[config.mk]
export PLATFORM = sky130hd
export DESIGN_NAME = adder_fp_unit
export DESIGN_NICKNAME = d
export VERILOG_FILES = /design/src/rtl/adder_fp_unit.sv
export SDC_FILE = /design/constraint.sdc
export NUM_CORES = 1
export LEC_CHECK = 0
export CAP_MARGIN = 0
export CORE_AREA = 2 2 184 186
export CTS_BUF_LIST = sky130_fd_sc_hd__clkbuf_8
export DETAILED_ROUTE_END_ITERATION = 8
export DIE_AREA = 0 0 186 188
export GPL_ROUTABILITY_DRIVEN = 0
export PLACE_DENSITY = 0.72
export SLEW_MARGIN = 15
export SYNTH_ARGS = -nofsm -noshare
export SYNTH_HDL_FRONTEND = slang
export SYNTH_SLANG_ARGS = --single-unit
[constraint.sdc]
create_clock -name clk -period 8.65 [get_ports clk]
set_input_delay 1.2975 -clock clk [delete_from_list [all_inputs] [get_ports clk]]
set_output_delay 1.2975 -clock clk [all_outputs]
set_load 0.005 [all_outputs]
[src/rtl/adder_fp_unit.sv]
// adder_fp_unit: multi-cycle IEEE-754 binary32 adder/subtractor.
//
// Computes Y = A + B (op=0) or Y = A - B (op=1). Operands are captured on
// start in IDLE, walk through UNPACK/ALIGN/ADD/NORM, and the result is loaded
// into Y on entry to DONE, where ready pulses for one cycle. Y then holds
// until the next DONE. Denormal inputs are flushed to zero, and results whose
// exponent underflows are flushed to a signed zero.
//
// Ports:
//   clk    in  1   rising-edge clock
//   rst_n  in  1   asynchronous active-low reset
//   start  in  1   request, sampled only in IDLE
//   op     in  1   0 = add, 1 = subtract
//   A, B   in  32  operands, captured with start
//   busy   out 1   high in UNPACK, ALIGN, ADD and NORM
//   ready  out 1   one-cycle pulse in DONE; Y valid
//   Y      out 32  result, held between operations
//
// Build option: define ADDER_FP_ROUND_EN for round-to-nearest-even.
// Without it the result is truncated toward zero. Latency is the same in both
// builds.
//
// state  | meaning
// -------+------------------------------------------------------------
// IDLE   | waiting for start; operands are captured when it is seen
// UNPACK | split fields, flush denormals, resolve NaN/Inf cases
// ALIGN  | order by magnitude and shift the smaller operand into G/R/S
// ADD    | add or subtract the aligned significands
// NORM   | normalize, round and pack; Y is loaded on leaving this state
// DONE   | ready pulse, then back to IDLE
module adder_fp_unit (
    input  logic        clk,
    input  logic        rst_n,
    input  logic        start,
    input  logic        op,
    input  logic [31:0] A,
    input  logic [31:0] B,
    output logic        busy,
    output logic        ready,
    output logic [31:0] Y
);
    localparam logic [31:0] QNAN = 32'h7FC0_0000;

    typedef enum logic [2:0] {
        S_IDLE, S_UNPACK, S_ALIGN, S_ADD, S_NORM, S_DONE
    } state_t;

    state_t state, state_next;

    logic [31:0] a_q, b_q;
    logic        op_q;

    logic        sign_a_q, sign_b_q;
    logic [7:0]  exp_a_q, exp_b_q;
    logic [23:0] sig_a_q, sig_b_q;
    logic        special_q;
    logic [31:0] special_val_q;

    logic        sign_l_q, sign_s_q;
    logic [7:0]  exp_l_q;
    logic [26:0] ext_l_q, ext_s_q;

    logic        sign_r_q;
    logic [27:0] sum_q;

    // UNPACK combinational signals
    logic        u_sign_b;
    logic        u_nan, u_inf_a, u_inf_b, u_special;
    logic [31:0] u_special_val;
    logic [23:0] u_sig_a, u_sig_b;

    // ALIGN combinational signals
    logic        l_is_a;
    logic [7:0]  exp_s, exp_diff;
    logic [23:0] sig_l, sig_s;
    logic [4:0]  shift_amt;
    logic [53:0] shifted;
    logic [26:0] aligned;

    // NORM combinational signals
    logic [4:0]        lzc;
    logic [26:0]       n_ext;
    logic signed [9:0] n_exp, exp_f;
    logic [23:0]       mant_f;
    logic [31:0]       result;

    // ---------------------------------------------------------------
    // FSM
    // ---------------------------------------------------------------
    always_ff @(posedge clk or negedge rst_n) begin
        if (!rst_n) state <= S_IDLE;
        else        state <= state_next;
    end

    always_comb begin
        state_next = state;
        busy       = 1'b0;
        ready      = 1'b0;
        case (state)
            S_IDLE:   if (start) state_next = S_UNPACK;
            S_UNPACK: begin busy = 1'b1; state_next = S_ALIGN; end
            S_ALIGN:  begin busy = 1'b1; state_next = S_ADD;   end
            S_ADD:    begin busy = 1'b1; state_next = S_NORM;  end
            S_NORM:   begin busy = 1'b1; state_next = S_DONE;  end
            S_DONE:   begin ready = 1'b1; state_next = S_IDLE; end
            default:  state_next = S_IDLE;
        endcase
    end

    // ---------------------------------------------------------------
    // UNPACK
    // ---------------------------------------------------------------
    always_comb begin
        u_sign_b      = b_q[31] ^ op_q;
        u_nan         = (a_q[30:23] == 8'hFF && a_q[22:0] != 23'd0) ||
                        (b_q[30:23] == 8'hFF && b_q[22:0] != 23'd0);
        u_inf_a       = a_q[30:23] == 8'hFF && a_q[22:0] == 23'd0;
        u_inf_b       = b_q[30:23] == 8'hFF && b_q[22:0] == 23'd0;
        u_sig_a       = (a_q[30:23] == 8'd0) ? 24'd0 : {1'b1, a_q[22:0]};
        u_sig_b       = (b_q[30:23] == 8'd0) ? 24'd0 : {1'b1, b_q[22:0]};
        u_special     = 1'b1;
        u_special_val = QNAN;
        if (u_nan)
            u_special_val = QNAN;
        else if (u_inf_a && u_inf_b)
            u_special_val = (a_q[31] == u_sign_b) ? {a_q[31], 8'hFF, 23'd0} : QNAN;
        else if (u_inf_a)
            u_special_val = {a_q[31], 8'hFF, 23'd0};
        else if (u_inf_b)
            u_special_val = {u_sign_b, 8'hFF, 23'd0};
        else
            u_special = 1'b0;
    end

    // ---------------------------------------------------------------
    // ALIGN
    // ---------------------------------------------------------------
    always_comb begin
        // Flushed operands carry exponent 0 and significand 0, so they sort
        // below every normal number.
        l_is_a    = {exp_a_q, sig_a_q} >= {exp_b_q, sig_b_q};
        sig_l     = l_is_a ? sig_a_q : sig_b_q;
        sig_s     = l_is_a ? sig_b_q : sig_a_q;
        exp_s     = l_is_a ? exp_b_q : exp_a_q;
        exp_diff  = (l_is_a ? exp_a_q : exp_b_q) - exp_s;
        // Beyond 27 nothing of the smaller operand reaches the G/R/S window
        // except through sticky, so the shifter width can be clamped.
        shift_amt = (exp_diff > 8'd27) ? 5'd27 : exp_diff[4:0];
        shifted   = {sig_s, 3'b000, 27'd0} >> shift_amt;
        aligned   = {shifted[53:28], shifted[27] | (|shifted[26:0])};
    end

    // ---------------------------------------------------------------
    // NORM: normalize, round, pack
    // ---------------------------------------------------------------
    always_comb begin
        lzc = 5'd0;
        for (int i = 0; i <= 26; i++)
            if (sum_q[i]) lzc = 5'(26 - i);

        if (sum_q[27]) begin
            n_ext = {sum_q[27:2], sum_q[1] | sum_q[0]};
            n_exp = $signed({2'b00, exp_l_q}) + 10'sd1;
        end else begin
            n_ext = sum_q[26:0] << lzc;
            n_exp = $signed({2'b00, exp_l_q}) - $signed({5'd0, lzc});
        end

`ifdef ADDER_FP_ROUND_EN
        begin
            logic        round_up;
            logic [24:0] mant_r;
            round_up = n_ext[2] & (n_ext[1] | n_ext[0] | n_ext[3]);
            mant_r   = {1'b0, n_ext[26:3]} + {24'd0, round_up};
            if (mant_r[24]) begin
                mant_f = mant_r[24:1];
                exp_f  = n_exp + 10'sd1;
            end else begin
                mant_f = mant_r[23:0];
                exp_f  = n_exp;
            end
        end
`else
        mant_f = n_ext[26:3];
        exp_f  = n_exp;
`endif

        if (special_q)
            result = special_val_q;
        else if (sum_q == 28'd0)
            result = 32'd0;
        else if (exp_f >= 10'sd255)
            result = {sign_r_q, 8'hFF, 23'd0};
        else if (exp_f <= 10'sd0)
            result = {sign_r_q, 31'd0};
        else
            result = {sign_r_q, exp_f[7:0], mant_f[22:0]};
    end

    // ---------------------------------------------------------------
    // Datapath registers
    // ---------------------------------------------------------------
    always_ff @(posedge clk or negedge rst_n) begin
        if (!rst_n) begin
            a_q           <= 32'd0;
            b_q           <= 32'd0;
            op_q          <= 1'b0;
            sign_a_q      <= 1'b0;
            sign_b_q      <= 1'b0;
            exp_a_q       <= 8'd0;
            exp_b_q       <= 8'd0;
            sig_a_q       <= 24'd0;
            sig_b_q       <= 24'd0;
            special_q     <= 1'b0;
            special_val_q <= 32'd0;
            sign_l_q      <= 1'b0;
            sign_s_q      <= 1'b0;
            exp_l_q       <= 8'd0;
            ext_l_q       <= 27'd0;
            ext_s_q       <= 27'd0;
            sign_r_q      <= 1'b0;
            sum_q         <= 28'd0;
            Y             <= 32'd0;
        end else begin
            case (state)
                S_IDLE: if (start) begin
                    a_q  <= A;
                    b_q  <= B;
                    op_q <= op;
                end
                S_UNPACK: begin
                    sign_a_q      <= a_q[31];
                    sign_b_q      <= u_sign_b;
                    exp_a_q       <= a_q[30:23];
                    exp_b_q       <= b_q[30:23];
                    sig_a_q       <= u_sig_a;
                    sig_b_q       <= u_sig_b;
                    special_q     <= u_special;
                    special_val_q <= u_special_val;
                end
                S_ALIGN: begin
                    sign_l_q <= l_is_a ? sign_a_q : sign_b_q;
                    sign_s_q <= l_is_a ? sign_b_q : sign_a_q;
                    exp_l_q  <= l_is_a ? exp_a_q : exp_b_q;
                    ext_l_q  <= {sig_l, 3'b000};
                    ext_s_q  <= aligned;
                end
                S_ADD: begin
                    sign_r_q <= sign_l_q;
                    sum_q    <= (sign_l_q == sign_s_q) ? {1'b0, ext_l_q} + {1'b0, ext_s_q}
                                                       : {1'b0, ext_l_q} - {1'b0, ext_s_q};
                end
                S_NORM: Y <= result;
                default: ;
            endcase
        end
    end

endmodule

# == Word-level counts from Yosys, hierarchy flattened ==
# Index checks and enable logic that the tools add are counted.
# word_totals
reg_bits,289
in_bits,68
out_inout_bits,34
word_cells,117
# classes
shift,2
bitwise,3
n_lt_le_gt_ge,4
reduce_logical,17
mux,56
add_sub_neg,5
eq_ne,10
# op_table
operator,count
two-way mux 32 bit,7
two-way mux 5 bit,28
two-way mux 24 bit,4
two-way mux 31 bit,2
>> shifter 54 x 5 -> 54 bit,1
logical NOT 23 bit,2
nonzero test 23 bit,2
greater-or-equal comparator 32 bit,1
adder 27 x 27 -> 28 bit,1
logical NOT 28 bit,1
two-way mux 28 bit,1
subtractor 27 x 27 -> 28 bit,1
OR reduction 27 bit,1
left shift 27 x 5 -> 26 bit,1
two-way mux 26 bit,1
== test 8 bit (second input constant),2
logical NOT 8 bit,2
two-way mux 8 bit,2
one-hot mux 3 bit (5 select lines),1
greater-or-equal comparator 10 x 9 -> 1 bit (second input constant),1
less-or-equal comparator 10 x 1 -> 1 bit (second input constant),1
two-way mux 10 bit,1
adder 8 x 1 -> 9 bit (second input constant),1
subtractor 8 x 5 -> 9 bit,1
16 further kinds,31

# == Logic depth before layout (Yosys ltp) ==
# depth
depth_word,34
depth_mapped,30
depth_no_buf,29

# == Worst setup path after synthesis ==
# OpenSTA, ideal clock, no wires.
# synth_timing
path_type,flip-flop to flip-flop
start,register exp_a_q[4]
end,register ext_s_q[0]
synth_period_minus_slack_ps,6060
setup_ps,65
stages_incl_launch_ff,27
arrival_ps,5994
slack_ps,2590
t_required_ps,8585
cell_sequence,dfrtp_1 -> ha_1 -> buf_4 -> nand4_1 -> nor2_2 -> and4_1 -> buf_2 -> a31o_4 -> buf_2 -> clkbuf_1 -> clkbuf_1 -> clkbuf_1 -> a22oi_1 -> ha_1 -> a311oi_4 -> nor3b_1 -> a311oi_2 -> a211oi_4 -> nor4b_4 -> mux4_2 -> and2_1 -> a31oi_1 -> nand2_1 -> o21ai_0 -> nor3_1 -> a31oi_1 -> o22a_1
# synth_between
elab_chain_len,8
word_cells_on_any_way,10
# synth_rtl
item,line_no,text
"start, declared",54,"logic [7:0] exp_a_q, exp_b_q;"
"start signal, assigned",234,exp_a_q <= a_q[30:23];
greater-or-equal comparator 32 bit,141,"l_is_a = {exp_a_q, sig_a_q} >= {exp_b_q, sig_b_q};"
"two-way mux 8 bit, on equally long branches","145, 144",
subtractor 8 bit,145,exp_diff = (l_is_a ? exp_a_q : exp_b_q) - exp_s;
greater-than comparator 8 x 5 -> 1 bit,148,shift_amt = (exp_diff > 8'd27) ? 5'd27 : exp_diff[4:0];
two-way mux 5 bit,148,
>> shifter 54 x 5 -> 54 bit (*),149,"shifted = {sig_s, 3'b000, 27'd0} >> shift_amt;"
OR reduction 27 bit,150,"aligned = {shifted[53:28], shifted[27] | (|shifted[26:0])};"
bitwise OR 1 bit (*),150,
"end signal, assigned",246,ext_s_q <= aligned;
"end, declared",61,"logic [26:0] ext_l_q, ext_s_q;"
# Every way passes the cells marked *; elsewhere a longest branch is shown, timed or not.
# A chain may end at the register's enable or synchronous reset.

# == Worst setup path in the final report ==
# Same ends and word-level chain as after synthesis.

==> results.md <==
- Status: complete, no violations
- FP Rows: between 60 and 70
- Number of synthesized flops with an enable pin: 0
- CTS resizes: 0
- Synth Flop Type: dfrtp_1
- Crit path max fanout: 67
- Hold Crit Class: flop to flop
- Die Width: about 190 µm
- Crit path from: exp_a_q[4]
- Slowest CP cell: a31o_4
- Vias in the first global route: between 10000 and 15000
- Setup Buffers After CTS: 0
- Post-route ant nets: 0
- Setup violators final: 0
- Finished Core Util: about 59%
- Synth Net Count: between 2000 and 2500
- Initial antenna violation count: 0
- Reg2reg setup slack: around 1.9 ns
- Distinct cells, synth: slightly below 100
- Setup ws final: 1.931 ns
- CP Capture Type: flop
- WL final: approximately 47000 µm
- Critical Path Start Type: flop
- WP data required: between 9 and 10 ns
- CTS root buf: clkbuf_8
- Commonest non-fill, non-tap cell in the layout: nand2_1
- Dpl cells: around 2500
- Reg2Reg Depth: 20
- First DRT Iteration DRCs: 1215
- Met2 GRT Util: 42.81%
- GR Layer Usage met3: under 10%
- Final count of hold timing violations: 0
- FF-to-FF Start: exp_a_q[4]
- Routed wire per std cell: 18.30 µm
- Compound-Gate Fraction of Synth Area: between 20 and 25%
- Area grow syn2layout: 11.93%
- Overall via count from detail_route: 15632
- Reg clk slew, reported paths: around 0.06 ns
- Global-route wire length before repair: 77140 µm
- Worst R2R End: ext_s_q[0]
- Layout cells sized above 1: a little over a tenth
- Critical path endpoint: ext_s_q[0]
- Grt ovf: 0
- TNS Setup: 0 ns
- CP cell instances: ha_1 -> nand4_1 -> nor2_2 -> and4_1 -> a31o_4 -> a22oi_1 -> ha_1 -> a311oi_4 -> o32a_4 -> xor2_2 -> a211oi_4 -> nor3_2 -> nand2_1 -> nor2_1 -> a22oi_1 -> a21oi_1 -> a32oi_1 -> nor4_1 -> a31oi_1 -> o22a_1
- Setup WS pre-CTS: slightly below 2 ns
- Largest net degree at the start of global routing: between 100 and 150
- # fillers: 2935
- # DRC: 0
- CP max stage delay: 0.72 ns
- Initial Utilization: between 50 and 60%
- Clock Sinks: 260
- Largest family of logic cells by synthesized area: compound AO/OA/AOI/OAI gates
- Met1 usage: 37.68%
- CTS buffer count: 44
- # IOs: about 100
- Slew Limit Headroom: 20.10%
- GRT busiest layer: met2
- Xor-xnor portion of the synthesized cell area: under 10%
- CTS tree: built
- RSZ-0062 raised after global routing: no
- Synth Area in Adders: roughly 6.6%
- Final min period: 6.719 ns
- Synth warn: 0
- Max Freq: approximately 0.15 GHz
- Register bit count reported by yosys: 260
- Non-filler cells, final: about 2600
- Worst EP arrival: between 7 and 8 ns
- Post-Syn Area: 0.01755 mm²
- Synth Instances: roughly 2000
- Worst-case clock buffer depth: 3
- Layout Skew: between 0.03 and 0.04 ns
- Hold-fix buffers, CTS: 0
- Final Slew Violations: 0
- Crit path kind: flop to flop
- Sequential area share after synthesis: 37.08%
- Htree depth: 2
- Die Ht: 188 µm
- Diodes inserted: 0
- Synth Area in Simple Gates: ~17%
- Overall Global Routing Usage: 27.17%
- Pre-antenna DRT Iters: 6
- Mapped Avg Cell Area: 8.576 µm²
- Core Box Area: 0.03311 mm²
- DIE AREA: 0.03497 mm²
- I/O Buffers: slightly above 100
- Fin crit share: about 78%
- Layout Nets: between 2000 and 2500
- Post-synth ARST share: 100.0%
- Worst Tran Pin Value: approximately 1.2 ns
- Commonest non-fill, non-tap cells in the layout: nand2_1, dfrtp_1, o21ai_0, nor2_1, a21oi_1
- Skew-Pair Late Insertion Delay: 0.60 ns
- MaxCap Viol Count: 0
- Vias per Instance: between 6 and 7
- Mux cell area share after synthesis: slightly above 9%
- Post-DP HPWL: 34930 µm
## stage by stage
step / area (µm²) / hold slack, ns
6_report: 19640 / 0.4848
5_1_grt: 19640 / 0.5193
4_1_cts: 19640 / 0.4921
3_5_place_dp: 18830 / 0.4779
3_3_place_gp: 18830 / 0.4580
2_1_floorplan: 17550 / 0.4350
## Yosys cell counts, drive strengths merged (10+ instances only)
cell    count  share of area [%]
a21boi     21               0.92
a21o       16               0.68
a22oi      24                1.0
nand3      35                1.0
o211ai     10               0.46
o21ai     187                5.4
nor4       29                1.2
xnor2      29                1.4
o22ai      12               0.43
a22o       25                1.2
inv       113                2.4
buf        28               0.91
nor2      168                3.8
a221oi     14               0.77
nor3       40                1.2
nand2     307                6.6
ha         89                6.3
nand4      20               0.75
mux2       85                5.5
a31oi      51                1.8
o31ai      10               0.43
a211oi     18               0.84
a21oi     152                4.5
clkbuf     86                1.8
xor2       10               0.54
dfrtp     260                 37
and2       12               0.44
o21bai     10               0.43
mux2i      61                3.5
## state kept, by name, summed over array words and instances, names as in the netlist
signal and cells:
sign_l_q 1, sign_a_q 1, b_q 32, sig_b_q 24, ext_l_q 24, sig_a_q 24, sign_b_q 1, exp_a_q 8
op_q 1, sign_r_q 1, sign_s_q 1, exp_b_q 8, ext_s_q 27, sum_q 28, exp_l_q 8, state 3
a_q 32, Y 32, special_q 1, special_val_q 3
## per-layer routing
layer / up-vias / share of wire (%)
met5: - / 0
met4: 0 / 3.5
met3: 114 / 6.4
met2: 594 / 46
met1: 7474 / 44
li1: 7450 / -
## critical path, delay by kind of cell, from the launching register on
kind / cells / cell delay, ns
AND/OR/NAND/NOR: 7 / 2.80
XOR/XNOR: 1 / 0.24
AO/OA/AOI/OAI: 10 / 2.30
flip-flops: 1 / 0.44
adder cells (fa/ha/maj): 2 / 0.79
## worst min-delay path by stage
| stage | start | depth (start not counted) | to |
|---|---|---|---|
| floorplan | special_val_q[30] | 1 | special_val_q[30] |
| global placement | special_val_q[30] | 1 | special_val_q[30] |
| detailed placement | special_val_q[30] | 1 | special_val_q[30] |
| CTS | Y[1] | 2 | Y[1] |
| global route | Y[22] | 1 | Y[22] |
| finish | Y[1] | 2 | Y[1] |
## cell families (layout without fill, tap and decap cells)
kind of cell,count (synthesis),after routing
XOR/XNOR,39,39
flip-flops,260,260
AO/OA/AOI/OAI,612,612
multiplexers,148,148
adder cells (fa/ha/maj),92,92
buffers and inverters,228,308
AND/OR/NAND/NOR,667,667
## final cells by class
class | count | area (µm²) | share of cell area, %
Multi-Input combinational cell | 1558 | 10180 | 51.86
Sequential cell | 260 | 6506 | 33.13
Tap cell | 448 | 560.5 | 2.854
Inverter | 114 | 427.9 | 2.179
Timing Repair Buffer | 119 | 1151 | 5.861
Clock buffer | 49 | 674.4 | 3.434
Clock inverter | 26 | 135.1 | 0.6880
Power is not shown: default switching activity piles up to over one toggle a cycle in this logic, so the estimate is an artifact.
